File: config.mk
export PLATFORM = sky130hd
export DESIGN_NAME = vram_arbiter
export DESIGN_NICKNAME = d
export VERILOG_FILES = /design/src/rtl/vram_arbiter.sv
export SDC_FILE = /design/constraint.sdc
export NUM_CORES = 1
export LEC_CHECK = 0
export CORE_ASPECT_RATIO = 1.75
export CORE_UTILIZATION = 30
export DETAILED_ROUTE_END_ITERATION = 7
export GPL_TIMING_DRIVEN = 0
export HOLD_SLACK_MARGIN = 0.03
export SYNTH_ARGS = -nofsm -noshare
export SYNTH_HDL_FRONTEND = slang
export SYNTH_SLANG_ARGS = --single-unit
File: constraint.sdc
create_clock -name i_clk -period 4 [get_ports i_clk]
set_input_delay 0.8 -clock i_clk [delete_from_list [all_inputs] [get_ports i_clk]]
set_output_delay 0.8 -clock i_clk [all_outputs]
set_load 0.005 [all_outputs]
File: src/rtl/vram_arbiter.sv
// Purpose: shares one single-port, synchronous-read VRAM between the tile renderer and the CPU.
// Latency: VDP read data 1 cycle after request; CPU read ack at earliest 2 cycles after the
//          request is sampled; posted CPU writes drain in FIFO order whenever the VDP is idle.
// Backpressure: the VDP is never stalled; CPU writes stall on o_cpu_wr_ready while the buffer is
//               full; CPU reads wait until the VDP is idle and every buffered write has drained.
//
// Ports:
//   i_clk, i_reset          clock, asynchronous active-low reset
//   i_vdp_req/i_vdp_addr    renderer read request (always wins the slot)
//   o_vdp_rdata/o_vdp_rvalid renderer read data (straight from VRAM) and its valid, 1 cycle later
//   i_cpu_wr_*              CPU posted-write offer; o_cpu_wr_ready = buffer not full
//   i_cpu_rd_req/addr       CPU read request, level, held until o_cpu_rd_ack
//   o_cpu_rd_ack/data       one-cycle ack pulse, data held until the next ack
//   o_mem_*/i_mem_rdata     VRAM macro port (read data one cycle after address)
//   i_starve_clr            clears o_starve_flag
//   o_starve_flag           sticky: CPU went STARVE_LIMIT consecutive cycles unserved
//   o_wbuf_level            number of buffered writes

module vram_arbiter #(
  parameter int ADDR_W       = 14,
  parameter int WBUF_DEPTH   = 4,
  parameter int STARVE_LIMIT = 1023,
  localparam int PTR_W       = $clog2(WBUF_DEPTH),
  localparam int LVL_W       = PTR_W + 1,
  localparam int CNT_W       = $clog2(STARVE_LIMIT + 1)
) (
  input  logic              i_clk,
  input  logic              i_reset,
  input  logic              i_vdp_req,
  input  logic [ADDR_W-1:0] i_vdp_addr,
  output logic [7:0]        o_vdp_rdata,
  output logic              o_vdp_rvalid,
  input  logic              i_cpu_wr_req,
  input  logic [ADDR_W-1:0] i_cpu_wr_addr,
  input  logic [7:0]        i_cpu_wr_data,
  output logic              o_cpu_wr_ready,
  input  logic              i_cpu_rd_req,
  input  logic [ADDR_W-1:0] i_cpu_rd_addr,
  output logic              o_cpu_rd_ack,
  output logic [7:0]        o_cpu_rd_data,
  output logic [ADDR_W-1:0] o_mem_addr,
  output logic              o_mem_we,
  output logic [7:0]        o_mem_wdata,
  input  logic [7:0]        i_mem_rdata,
  input  logic              i_starve_clr,
  output logic              o_starve_flag,
  output logic [LVL_W-1:0]  o_wbuf_level
);

  typedef enum logic [1:0] {
    RD_IDLE = 2'd0,
    RD_WAIT = 2'd1,
    RD_DATA = 2'd2,
    RD_DONE = 2'd3
  } rd_state_t;

  rd_state_t r_rd_state;
  rd_state_t w_rd_state_nxt;

  // write buffer
  logic [ADDR_W-1:0] r_wb_addr [WBUF_DEPTH];
  logic [7:0]        r_wb_data [WBUF_DEPTH];
  logic [PTR_W-1:0]  r_wb_wptr;
  logic [PTR_W-1:0]  r_wb_rptr;
  logic [LVL_W-1:0]  r_wb_count;
  logic              w_wb_full;
  logic              w_wb_empty;
  logic              w_wb_push;
  logic              w_wb_pop;

  // read path
  logic              w_rd_wait;
  logic              w_rd_data;
  logic              w_rd_slot;
  logic              r_cpu_rd_ack;
  logic [7:0]        r_cpu_rd_data;

  logic              r_vdp_rvalid;

  // starvation monitor
  logic [CNT_W-1:0]  r_starve_cnt;
  logic [CNT_W-1:0]  w_starve_cnt_nxt;
  logic              r_starve_flag;
  logic              w_starve_set;
  logic              w_cpu_pending;
  logic              w_cpu_grant;

  // ---------------------------------------------------------------------------
  // Write buffer. Full is judged on the registered count, so a write offered
  // while full is refused even if the head drains in the same cycle.
  // ---------------------------------------------------------------------------
  assign w_wb_full  = (r_wb_count == LVL_W'(WBUF_DEPTH));
  assign w_wb_empty = (r_wb_count == '0);
  assign w_wb_push  = i_cpu_wr_req & ~w_wb_full;
  assign w_wb_pop   = ~i_vdp_req & ~w_wb_empty;

  always_ff @(posedge i_clk) begin
    if (w_wb_push) begin
      r_wb_addr[r_wb_wptr] <= i_cpu_wr_addr;
      r_wb_data[r_wb_wptr] <= i_cpu_wr_data;
    end
  end

  always_ff @(posedge i_clk or negedge i_reset) begin
    if (!i_reset) begin
      r_wb_wptr  <= '0;
      r_wb_rptr  <= '0;
      r_wb_count <= '0;
    end else begin
      if (w_wb_push) r_wb_wptr <= r_wb_wptr + PTR_W'(1);
      if (w_wb_pop)  r_wb_rptr <= r_wb_rptr + PTR_W'(1);
      case ({w_wb_push, w_wb_pop})
        2'b10:   r_wb_count <= r_wb_count + LVL_W'(1);
        2'b01:   r_wb_count <= r_wb_count - LVL_W'(1);
        default: r_wb_count <= r_wb_count;
      endcase
    end
  end

  // ---------------------------------------------------------------------------
  // CPU read FSM
  // ---------------------------------------------------------------------------
  always_ff @(posedge i_clk or negedge i_reset) begin
    if (!i_reset) r_rd_state <= RD_IDLE;
    else          r_rd_state <= w_rd_state_nxt;
  end

  always_comb begin
    w_rd_state_nxt = r_rd_state;
    case (r_rd_state)
      RD_IDLE: if (i_cpu_rd_req) w_rd_state_nxt = RD_WAIT;
      RD_WAIT: begin
        if (!i_cpu_rd_req)  w_rd_state_nxt = RD_IDLE;
        else if (w_rd_slot) w_rd_state_nxt = RD_DATA;
      end
      RD_DATA: w_rd_state_nxt = RD_DONE;
      // DONE ignores a still-high request so the same read is not issued twice
      RD_DONE: w_rd_state_nxt = RD_IDLE;
      default: w_rd_state_nxt = RD_IDLE;
    endcase
  end

  always_comb begin
    w_rd_wait = (r_rd_state == RD_WAIT);
    w_rd_data = (r_rd_state == RD_DATA);
  end

  // The read only gets the port once the buffer is empty, which keeps
  // read-after-write ordering for the CPU.
  assign w_rd_slot = w_rd_wait & i_cpu_rd_req & ~i_vdp_req & w_wb_empty;

  // mem_rdata for the read slot arrives during RD_DATA; capture it together
  // with the ack so data and ack become visible in the same cycle.
  always_ff @(posedge i_clk or negedge i_reset) begin
    if (!i_reset) begin
      r_cpu_rd_ack  <= 1'b0;
      r_cpu_rd_data <= 8'h00;
    end else begin
      r_cpu_rd_ack <= w_rd_data;
      if (w_rd_data) r_cpu_rd_data <= i_mem_rdata;
    end
  end

  // ---------------------------------------------------------------------------
  // Slot selection: VDP, then buffered write, then CPU read, else idle VDP addr
  // ---------------------------------------------------------------------------
  always_comb begin
    o_mem_addr  = i_vdp_addr;
    o_mem_we    = 1'b0;
    o_mem_wdata = r_wb_data[r_wb_rptr];
    if (!i_vdp_req) begin
      if (!w_wb_empty) begin
        o_mem_addr = r_wb_addr[r_wb_rptr];
        o_mem_we   = 1'b1;
      end else if (w_rd_slot) begin
        o_mem_addr = i_cpu_rd_addr;
      end
    end
  end

  always_ff @(posedge i_clk or negedge i_reset) begin
    if (!i_reset) r_vdp_rvalid <= 1'b0;
    else          r_vdp_rvalid <= i_vdp_req;
  end

  // ---------------------------------------------------------------------------
  // Starvation monitor. A cycle with no CPU work breaks the run of unserved
  // cycles, so the counter restarts from zero as it does on a grant.
  // ---------------------------------------------------------------------------
  assign w_cpu_pending = ~w_wb_empty | w_rd_wait;
  assign w_cpu_grant   = w_wb_pop | w_rd_slot;

  always_comb begin
    w_starve_cnt_nxt = '0;
    if (!w_cpu_grant && w_cpu_pending) begin
      if (r_starve_cnt == CNT_W'(STARVE_LIMIT)) w_starve_cnt_nxt = r_starve_cnt;
      else                                      w_starve_cnt_nxt = r_starve_cnt + CNT_W'(1);
    end
  end

  // Set is evaluated on the next count so the flag rises on the same edge the
  // counter reaches the limit; while saturated the set keeps beating a clear.
  assign w_starve_set = (w_starve_cnt_nxt == CNT_W'(STARVE_LIMIT));

  always_ff @(posedge i_clk or negedge i_reset) begin
    if (!i_reset) begin
      r_starve_cnt  <= '0;
      r_starve_flag <= 1'b0;
    end else begin
      r_starve_cnt  <= w_starve_cnt_nxt;
      r_starve_flag <= w_starve_set | (r_starve_flag & ~i_starve_clr);
    end
  end

  assign o_vdp_rdata    = i_mem_rdata;
  assign o_vdp_rvalid   = r_vdp_rvalid;
  assign o_cpu_wr_ready = ~w_wb_full;
  assign o_cpu_rd_ack   = r_cpu_rd_ack;
  assign o_cpu_rd_data  = r_cpu_rd_data;
  assign o_starve_flag  = r_starve_flag;
  assign o_wbuf_level   = r_wb_count;

endmodule

======== After elaboration in Yosys (flattened, before gate mapping) ========
Memories as Yosys holds them, arrays and structs flattened.
Cells that the tools add are included.
word-level totals
  memories ................................ 2
  bits in registers ....................... 30
  bits of input ports ..................... 64
  memory bits (read-only) ................. 0
  bits in latches ......................... 0
  RAM bits ................................ 88
  output and inout bits ................... 46
  word-level logic and storage cells ...... 59
memories
  memory     depth  bits a word  rd ports  clocked after Yosys merged registers in  write ports  line  source
  r_wb_addr  4      14           1         0                                        1            61    logic [ADDR_W-1:0] r_wb_addr [WBUF_DEPTH];
  r_wb_data  4      8            1         0                                        1            62    logic [7:0] r_wb_data [WBUF_DEPTH];
cells by class
  bitwise operators ....................... 13
  shift operators ......................... 0
  add/subtract/negate cells ............... 5
  equality and inequality tests ........... 10
  order comparisons ....................... 0
  muxes and demuxes ....................... 14
  div/mod/pow operators ................... 0
  reduce and logical (&&, ||, !) cells .... 6
  multipliers ............................. 0
operators with widths
  operator                                                count
  two-way mux 14 bit                                      3
  == test 10 bit (second input constant)                  2
  two-way mux 10 bit                                      2
  adder 10 x 1 -> 10 bit (second input constant)          1
  one-hot mux 2 bit (4 select lines)                      1
  bitwise AND 1 bit                                       6
  == test 2 bit (second input constant)                   3
  two-way mux 2 bit                                       3
  one-hot mux 3 bit (2 select lines)                      1
  adder 2 x 1 -> 2 bit (second input constant)            2
  == test 2 x 1 -> 1 bit (second input constant)          2
  two-way mux 1 bit                                       4
  inverter 1 bit                                          4
  adder 3 x 1 -> 3 bit (second input constant)            1
  == test 3 bit (second input constant)                   1
  zero test 3 bit                                         1
  inequality test 3 x 2 -> 1 bit (second input constant)  1
  bitwise OR 1 bit                                        3
  subtractor 3 x 1 -> 3 bit (second input constant)       1
  zero test 2 bit                                         1
  inequality test 2 bit (second input constant)           1
  AND reduction 2 bit                                     1
  nonzero test 2 bit                                      1
  logical AND 1 bit                                       1
  zero test 1 bit                                         1

======== Logic depth before layout (Yosys ltp) ========
Gate-level depths: netlist (run 1).
  word-level depth ........................ 10
  depth in mapped cells ................... 10
  mapped depth without buffers ............ 10

======== Worst setup path before layout (run 1) ========
OpenSTA, ideal clock, no wires.
  path type ............................... input port to output port
  start ................................... input i_vdp_req
  end ..................................... output o_mem_addr[10]
  path buffers ............................ 2
  slack ................................... 1479 ps
  arrival time ............................ 1721 ps
  stages on the path ...................... 4
  data required time ...................... 3200 ps
  cell sequence ........................... clkbuf_1 -> a21oi_1 -> clkbuf_1 -> o22a_1
on the way
  longest elaborated chain between the ends .. 6
RTL lines
  element                         line  source
  start, declared                 29    input logic i_vdp_req,
  inverter 1 bit                  150   assign w_rd_slot = w_rd_wait & i_cpu_rd_req & ~i_vdp_req & w_wb_empty;
  bitwise AND 1 bit (2 in a row)  150
  two-way mux 14 bit              175   end else if (w_rd_slot) begin
  two-way mux 14 bit              172   if (!w_wb_empty) begin
  two-way mux 14 bit (*)          171   if (!i_vdp_req) begin
  end, declared                   41    output logic [ADDR_W-1:0] o_mem_addr,
Every way passes the cells marked *; elsewhere a longest branch is shown, timed or not.

======== Final worst setup path (run 1) ========
  start ................................... input i_vdp_req
  end ..................................... output o_mem_addr[11]
The elaborated chain is that of the path after synthesis.

==> results.yml, run 1 <==
outcome:
  outcome: "finished clean"
logic_synthesis:
  netlist_instances: 296
  synthTopCellsByArea: "edfxtp_1 (53%), dfrtp_1 (15%), mux4_2 (9.9%)"
  ys_ff_latch: 118
  syn_area_um2: 5001
  yosysMostFrequentCell: "edfxtp_1"
  synth_cell_types: 41
  synth_nets: 367
  synth-edff-count: 88
  synthFlopType: "edfxtp_1"
  avgSynthCellArea_um2: 16.90
  synth_common_cells: "edfxtp_1 (88), dfrtp_1 (30), o22a_1 (28), mux4_2 (22), nor2_1 (14)"
  seq_area_frac_synth_pct: 67.85
  synthArstFlopShare_pct: 25.42
  synth.largest_area_cell: "edfxtp_1"
  synth_top_area_share_pct: 52.84
  yosysWarningCount: 0
placement:
  dpl.hpwl_um: 7832
  placed_area_um2: 6367
  dp.cells: 629
  preCtsSetupSlack_ps: 2.598
  port_buffers: 109
  gp_congestion: 0.7547
global_routing:
  grt_pass1_wl_um: 17580
  grt_use_total_pct: 14.05
  overflow: 0
  grt_pass1_vias: 3299
  antenna_found_initial: 0
  grt_start_max_net_pins: 31
floorplanning:
  rows: 62
  die_y_um: 172.8
  start_util_pct: 30.55
  io_pins: 110
  die_x_um: 99.60
  coreArea_um2: 16370
  die_area_um2: 17210
pwr:
  power.internal_mw: 3.355
  swShare_pct: 29.16
  combPwrFrac_pct: 31.8
  switchingPower_mw: 1.381
  powerDensity_nw_per_um2: 681.4
  p_leak_nw: 2.442
  p_clk_share_pct: 31.5
  peakVddDrop_mv: 0.2314
  power_frac_seq_pct: 36.8
sta:
  fin_crit_sh_pct: 93.27
  worst_pin_slew_ps: 1232
  skew_ps: 7.358
  setup_violations: 0
  slew_headroom_pct: 17.85
  finalHoldViolCount: 0
  setup_slack_ps: 269.2
  max_freq_mhz: 268.0
  fin_crit_ps: 3731
  fin_setup_tns_ps: 0
  report.final.slew_viol_count: 0
  rsz0062_at_grt: "no"
worst_setup_path:
  cp-start-kind: "input port"
  reg2regPathDepth: 3
  cp_num_buf_inv: 4
  arrival_ps: 2930
  crit_slowest_cell: "clkdlybuf4s50_1"
  worst_path_most_repeated_cell: "clkdlybuf4s50_1"
  critPathMaxFanout: 10
  cp.depth: 6
  path_cells: "clkdlybuf4s50_1 > clkbuf_1 > a21oi_1 > clkbuf_2 > o22a_1 > clkdlybuf4s50_1"
  critical_path.endpoint_type: "output port"
  crit_family: "buffers and inverters"
  slowest_delay_ps: 500
  criticalPathCategory: "in2out"
  cp_data_required_time_ps: 3200
layout:
  instances_no_fill: 661
  regArea_um2: 3393
  fillCellCount: 1501
  area_growth_syn_to_layout_pct: 38.98
  final_cell_area_um2: 6950
  n_antenna_cell: 0
  finalNetCount: 495
  drive_gt1_share_pct: 18.08
  utilization_pct: 42.46
  multi_input_area_um2: 1459
detailed_routing:
  wl_um: 11310
  drc: 0
  dr.pass1.iters: 5
  wl_per_cell_um: 17.11
  vias: 3119
  drt_iter0_markers: 92
  via_per_inst: 4.719
  ant_nets: 0
cts:
  htree_levels: 4
  root_buffer: "clkbuf_16"
  cts_tree: "built"
  cts_hold_buf: 0
  cts_num_sinks: 118
  clkTransAtPathRegs_ps: 60
  cts_max_path_buffers: 2
  cts_buffers: 17
  cts_setup_buffers: 0
  clk_latency_ps: 410
  ctsResizeCount: 1
flow_run:
  drv_cap: 0
min_path:
  hold_path_class: "in2async"
[path summary, 6_finish.rpt]
check	from	end	slack, ps
hold reg to reg	o_starve_flag	o_starve_flag	490
hold / removal	i_reset	o_cpu_rd_data[2]	430
max in group asynchronous	i_reset	r_starve_cnt[0]	3130
setup / recovery	i_vdp_req	o_mem_addr[11]	270
setup reg to reg	o_wbuf_level[0]	r_wb_data[3][5]	1790
min in group i_clk	o_starve_flag	o_starve_flag	490
[layout by cell type (no fill, tap or decap), types with 4 or more instances in the layout]
master,netlist,layout
clkbuf_1,8,7
nand3_1,5,5
dfrtp_1,30,30
clkbuf_16,0,17
clkdlybuf4s50_1,0,108
buf_4,9,9
inv_1,9,9
mux4_2,22,22
edfxtp_1,88,88
nand2_1,6,6
xnor2_1,4,4
nor3_1,4,4
nor2_1,14,14
nor4_1,4,4
xor2_1,5,5
o22a_1,28,28
ha_1,6,6
mux2_2,9,9
inv_6,0,8
o21ai_0,4,4
and3_1,6,6
[power by group through the flow]
stage,sequential (mW),clock (mW),combinational [mW]
floorplan,1.74,0,0.852
global placement,1.75,0,1.51
detailed placement,1.77,0,1.55
CTS,1.74,1.52,1.56
global route,1.77,1.58,1.65
finish,1.74,1.49,1.50
[logic make-up after synthesis]
group | Yosys count | share of synthesized area, %
muxes | 34 | 12.53
adders and majority gates | 7 | 1.901
xor gates and xnor gates | 9 | 1.576
and+or+nand+nor | 51 | 5.504
buffers and inverters | 30 | 2.977
DFF | 118 | 67.85
AOI/OAI and AO/OA | 47 | 7.656
[worst register-to-register path: cells and delay by family, from the launching register on]
family | cells | cell delay [ps]
buf+inv | 1 | 120
flops | 1 | 490
simple gates | 2 | 1190
[routing by layer]
| layer | vias up | track usage [%] | wire length (um) |
|---|---|---|---|
| li1 | 1438 | - | - |
| met1 | 1556 | 14.65 | 4335 |
| met2 | 108 | 25.93 | 6276 |
| met3 | 17 | 3.921 | 511 |
| met4 | 0 | 5.760 | 185 |
| met5 | - | 0 | 0 |
[sequential cells by signal, summed over array words and instances, names as in the netlist, named ones only]
register and cells:
o_wbuf_level 3, o_starve_flag 1, r_rd_state 1, o_cpu_rd_data 8, r_starve_cnt 10, r_wb_wptr 2
r_wb_data 32, r_wb_addr 56, o_cpu_rd_ack 1, o_vdp_rvalid 1, r_wb_rptr 2
[area by class of cell]
| cell class | instances | area share, % |
|---|---|---|
| Sequential cell | 118 | 48.82 |
| Multi-Input combinational cell | 148 | 20.99 |
| Timing Repair Buffer | 109 | 15.63 |
| Clock buffer | 17 | 6.121 |
| Tap cell | 224 | 4.032 |
| Clock inverter | 15 | 2.250 |
| Buffer | 21 | 1.674 |
| Inverter | 9 | 0.4860 |
[through the flow]
| stage | hold slack, ps | power (mW) |
|---|---|---|
| final | 429.6 | 4.736 |
| after CTS | 448.6 | 4.818 |
| after detailed placement | 482.7 | 3.315 |
| after floorplan | 479.0 | 2.588 |
| after global placement | 481.6 | 3.259 |
| after global routing | 469.9 | 4.993 |
No activity file was read; power rests on OpenSTA's default activity.
==> run 2: changes to the inputs <==
SLEW_MARGIN = 20   (was default)
==> run 2 against run 1 <==
Die area unchanged. Clock-buffer cell count stayed put. Power fell by 0.24%. Clock skew decreased by 1.6 ps. Global-route usage down 0.10 points. First-iteration DRC count up 18%. Worst setup slack improved by 10 ps. Register-to-register slack about the same. Combinational power hardly changed. Sequential power about the same. Core utilization barely moved. Hold slack better by 2.5 ps. Critical path type unchanged. Largest cell class unchanged. Largest power group unchanged.
==> results.yml, run 2 (synthesized netlist as in run 1, its figures left out) <==
outcome:
  outcome: "finished clean"
sta:
  slew_headroom_pct: 54.36
  worst_pin_slew_ps: 684.6
  rsz0062_at_grt: "no"
  max_freq_mhz: 268.8
  fin_crit_ps: 3720
  fin_crit_sh_pct: 93.01
  skew_ps: 5.709
  fin_setup_tns_ps: 0
  setup_violations: 0
  finalHoldViolCount: 0
  report.final.slew_viol_count: 0
  hold_slack_ps: 432.1
global_routing:
  grt_use_total_pct: 13.95
  grt_pass1_vias: 3376
  grt_start_max_net_pins: 31
  antenna_found_initial: 0
  grt_pass1_wl_um: 17790
  overflow: 0
placement:
  gp_congestion: 0.7547
  dpl.hpwl_um: 7874
  port_buffers: 109
worst_setup_path:
  reg2regPathDepth: 10
  r2r_start: "o_wbuf_level[0]"
  critical_path.endpoint_type: "output port"
  arrival_ps: 2920
  r2r_slack_ps: 1800
  critPathMaxFanout: 10
  criticalPathCategory: "in2out"
  cp_data_required_time_ps: 3200
  cp-start-kind: "input port"
  r2r-end: "o_wbuf_level[2]"
layout:
  area_growth_syn_to_layout_pct: 39.13
  drive_gt1_share_pct: 18.99
  regMostFlops: "r_wb_addr"
  utilization_pct: 42.51
  reg_top3: "r_wb_addr (56), r_wb_data (32), r_starve_cnt (10)"
  finalNetCount: 495
  mostFrequentLayoutCell: "clkdlybuf4s50_1"
  n_antenna_cell: 0
  largest_reg_flops: 56
  final_cell_mix: "clkdlybuf4s50_1 (108), edfxtp_1 (88), dfrtp_1 (30)"
floorplanning:
  die_y_um: 172.8
  coreArea_um2: 16370
  start_util_pct: 30.55
  rows: 62
  die_x_um: 99.60
  die_area_um2: 17210
  io_pins: 110
detailed_routing:
  wl_per_cell_um: 17.00
  ant_nets: 0
  wl_um: 11240
  drc: 0
  drt_iter0_markers: 109
  vias: 3121
  via_per_inst: 4.722
  dr.pass1.iters: 6
cts:
  cts_max_path_buffers: 2
  clk_latency_ps: 410
  clkTransAtPathRegs_ps: 60
  cts_tree: "built"
  cts_buffers: 17
  cts_num_sinks: 118
  htree_levels: 4
  root_buffer: "clkbuf_16"
pwr:
  powerDensity_nw_per_um2: 679.0
  peakVddDrop_mv: 0.2342
  p_leak_nw: 2.441
min_path:
  hold_path_class: "in2async"
flow_run:
  drv_cap: 0
-- run 2: cell counts in the layout (fill, tap and decap cells not counted) --
Identical to the previous run, type by type.
-- run 2: report_power, final --
group	switching, mW	total (mW)	leakage [nW]	internal (mW)
Clock	0.603	1.49	0.280	0.884
Combinational	0.645	1.50	0.968	0.859
Sequential	0.122	1.73	1.19	1.61
Total	1.37	4.72	2.44	3.35
-- run 2: how the worst max path moves through the flow --
stage	slack, ps	to	from
CTS	230	o_mem_addr[12]	i_cpu_rd_req
floorplan	1480	o_mem_addr[10]	i_vdp_req
detailed placement	-20	o_mem_addr[11]	i_vdp_req
global route	80	o_mem_addr[11]	i_vdp_req
finish	280	o_mem_addr[12]	i_cpu_rd_req
global placement	40	o_mem_addr[12]	i_vdp_req
-- run 2: what timing repair did --
action,in CTS,in global routing
resized for setup,1,0
hold buffers,0,0
setup endpoints to repair,4,0
setup buffers,0,0
-- run 2: worst max-delay path: stages --
cell	delay [ps]
clkdlybuf4s50_1	500
nand3_1	200
clkbuf_1	530
o22a_1	250
o22a_1	120
clkdlybuf4s50_1	510
-- run 2: metrics by stage --
stage          instance area [um^2]  total power [mW]  setup WS [ps]  instances
3_3_place_gp                   6372             3.259          35.32        629
3_5_place_dp                   6372             3.315         -24.94        629
5_1_grt                        6958             4.985          79.41        661
2_1_floorplan                  5001             2.588           1479        296
6_report                       6958             4.725          279.6        661
4_1_cts                        6958             4.814          225.5        661
-- run 2: final cells by class --
cell class | instances | area, um^2
timing repair buffer | 109 | 1086
fill | 1508 | 9410
sequential | 118 | 3393
clock buffer | 17 | 425.4
buffer | 21 | 116.4
tap | 224 | 280.3
clock inverter | 15 | 158.9
inverter | 9 | 33.78
multi-input combinational | 148 | 1464
-- run 2: layer usage --
layer | track usage, % | vias to the layer above | wire length [um]
li1 | - | 1439 | -
met1 | 14.63 | 1546 | 4243
met2 | 26.04 | 116 | 6271
met3 | 3.274 | 20 | 526
met4 | 5.821 | 0 | 197
met5 | 0 | - | 0
==> run 3: changes to the inputs <==
CORE_UTILIZATION = 45   (was 30)
PLACE_DENSITY = 0.72   (was default)
==> run 3 against run 2 <==
Worst setup slack better by 8.9 ps. Critical path depth stayed put. Die area is 33% lower. Clock skew is 2.5 ps higher. Sequential cell count stayed put. Non-clock buffer count stayed put. Routed wire length is 6.1% lower. Power is 0.61% lower. Global-route usage is 6.0 points higher. Hold slack better by 12 ps. Critical endpoint is now o_mem_addr[8]. Largest power group unchanged.
==> results.yml, run 3 (synthesized netlist as in run 1, its figures left out) <==
outcome:
  outcome: "finished clean"
global_routing:
  grtUsageMet3_pct: 4.823
  grt_busiest_layer: "met2"
  grt_pass1_vias: 3300
  grt_pass1_wl_um: 16530
  grt_use_met2_pct: 36.10
  grt_start_max_net_pins: 31
  overflow: 0
  antenna_found_initial: 0
  grt_use_met1_pct: 20.65
  grt_use_total_pct: 19.93
cts:
  clk_latency_ps: 400
  htree_levels: 4
  cts_hold_buf: 0
  clkTransAtPathRegs_ps: 50
  root_buffer: "clkbuf_16"
  cts_buffers: 17
  cts_num_sinks: 118
  cts_tree: "built"
  cts_max_path_buffers: 2
sta:
  skew_ps: 8.219
  report.final.slew_viol_count: 0
  rsz0062_at_grt: "no"
  slew_headroom_pct: 52.95
  worst_pin_slew_ps: 705.8
  setup_violations: 0
  fin_setup_tns_ps: 0
  fin_crit_ps: 3712
  fin_crit_sh_pct: 92.79
  finalHoldViolCount: 0
  max_freq_mhz: 269.4
worst_setup_path:
  cp-start-kind: "input port"
  slowest_delay_ps: 520
  path_cells: "clkdlybuf4s50_1 > clkbuf_1 > a21oi_1 > clkbuf_2 > o22a_1 > clkdlybuf4s50_1"
  cp_data_required_time_ps: 3200
  criticalPathCategory: "in2out"
  r2r_slack_ps: 1820
  arrival_ps: 2910
  reg2regPathDepth: 10
  crit_slowest_cell: "clkdlybuf4s50_1"
  critical_path.endpoint_type: "output port"
  worst_path_most_repeated_cell: "clkdlybuf4s50_1"
  critPathMaxFanout: 10
  r2r_start: "o_wbuf_level[0]"
  r2r-end: "o_wbuf_level[2]"
pwr:
  power_frac_seq_pct: 36.9
  switchingPower_mw: 1.256
  peakVddDrop_mv: 0.4027
  p_clk_share_pct: 31.2
  p_leak_nw: 2.448
  powerDensity_nw_per_um2: 687.9
  combPwrFrac_pct: 31.9
  swShare_pct: 26.76
  finalPower_mw: 4.696
  power.internal_mw: 3.440
floorplanning:
  die_area_um2: 11560
  start_util_pct: 46.48
  io_pins: 110
  rows: 50
  die_y_um: 141.5
  die_x_um: 81.69
  coreArea_um2: 10760
layout:
  mostFrequentLayoutCell: "clkdlybuf4s50_1"
  drive_gt1_share_pct: 18.12
  area_growth_syn_to_layout_pct: 36.50
  regMostFlops: "r_wb_addr"
  final_cell_mix: "clkdlybuf4s50_1 (108), edfxtp_1 (88), dfrtp_1 (30)"
  n_antenna_cell: 0
  largest_reg_flops: 56
  reg_top3: "r_wb_addr (56), r_wb_data (32), r_starve_cnt (10)"
  utilization_pct: 63.44
  finalNetCount: 495
detailed_routing:
  via_per_inst: 5.549
  drc: 0
  wl_per_cell_um: 18.64
  drt_iter0_markers: 162
  dr.pass1.iters: 4
  vias: 3141
  ant_nets: 0
  wl_um: 10550
placement:
  gp_congestion: 0.8404
  dpl.hpwl_um: 7123
  port_buffers: 109
min_path:
  hold_path_class: "in2async"
flow_run:
  drv_cap: 0
## run 3: cell count changes in the layout (fill, tap and decap cells not counted), sizes merged
cell,change
clkbuf,+3
clkinvlp,-3
bufinv,+2
inv,-11
clkinv,+8
## run 3: area by class of cell
| type | instances | area (um^2) |
|---|---|---|
| fill | 785 | 3934 |
| multi-input combinational | 148 | 1464 |
| inverter | 9 | 33.78 |
| sequential | 118 | 3393 |
| buffer | 21 | 116.4 |
| clock inverter | 11 | 133.9 |
| timing repair buffer | 109 | 1086 |
| tap | 130 | 162.7 |
| clock buffer | 20 | 436.7 |
## run 3: worst max-delay path, delay by kind of cell
| family | cells | cell delay (ps) |
|---|---|---|
| AOI/OAI and AO/OA | 2 | 610 |
| buffers and inverters | 4 | 1500 |
## run 3: routing by layer
layer  part of all wire [%]  wire length [um]  vias to the layer above
met5                      0                 0                        -
met4                    2.4               249                        0
met3                    5.8               612                       19
met2                     54              5734                      118
met1                     37              3952                     1565
li1                       -                 -                     1439
## run 3: what timing repair did
action                                 4_1_cts  5_1_grt
setup endpoints to repair                    0        1
endpoints found under the hold margin        0        0
buffers inserted                             0        0
resized for setup                            0        2
## run 3: worst max-delay path by stage
stage	cells past startpoint	slack [ps]	endpoint	startpoint
2_1_floorplan	4	1480	o_mem_addr[10]	i_vdp_req
3_3_place_gp	6	180	o_mem_addr[8]	i_vdp_req
3_5_place_dp	6	130	o_mem_addr[8]	i_vdp_req
4_1_cts	6	100	o_mem_addr[8]	i_vdp_req
5_1_grt	6	180	o_mem_addr[11]	i_vdp_req
6_report	6	290	o_mem_addr[8]	i_vdp_req
## run 3: stage by stage
step	setup slack [ps]	std cells	area [um^2]	hold slack (ps)
2_1_floorplan	1479	296	5001	479.0
3_3_place_gp	181.9	535	6255	478.4
3_5_place_dp	134.5	535	6255	490.9
4_1_cts	103.5	566	6825	459.8
5_1_grt	184.2	566	6827	502.0
6_report	288.4	566	6827	444.6
## run 3: power groups by stage
stage	logic, mW	registers, mW	clock network [mW]
6_report	1.50	1.73	1.46
5_1_grt	1.63	1.76	1.54
4_1_cts	1.53	1.74	1.49
3_5_place_dp	1.52	1.76	0
3_3_place_gp	1.49	1.74	0
2_1_floorplan	0.852	1.74	0
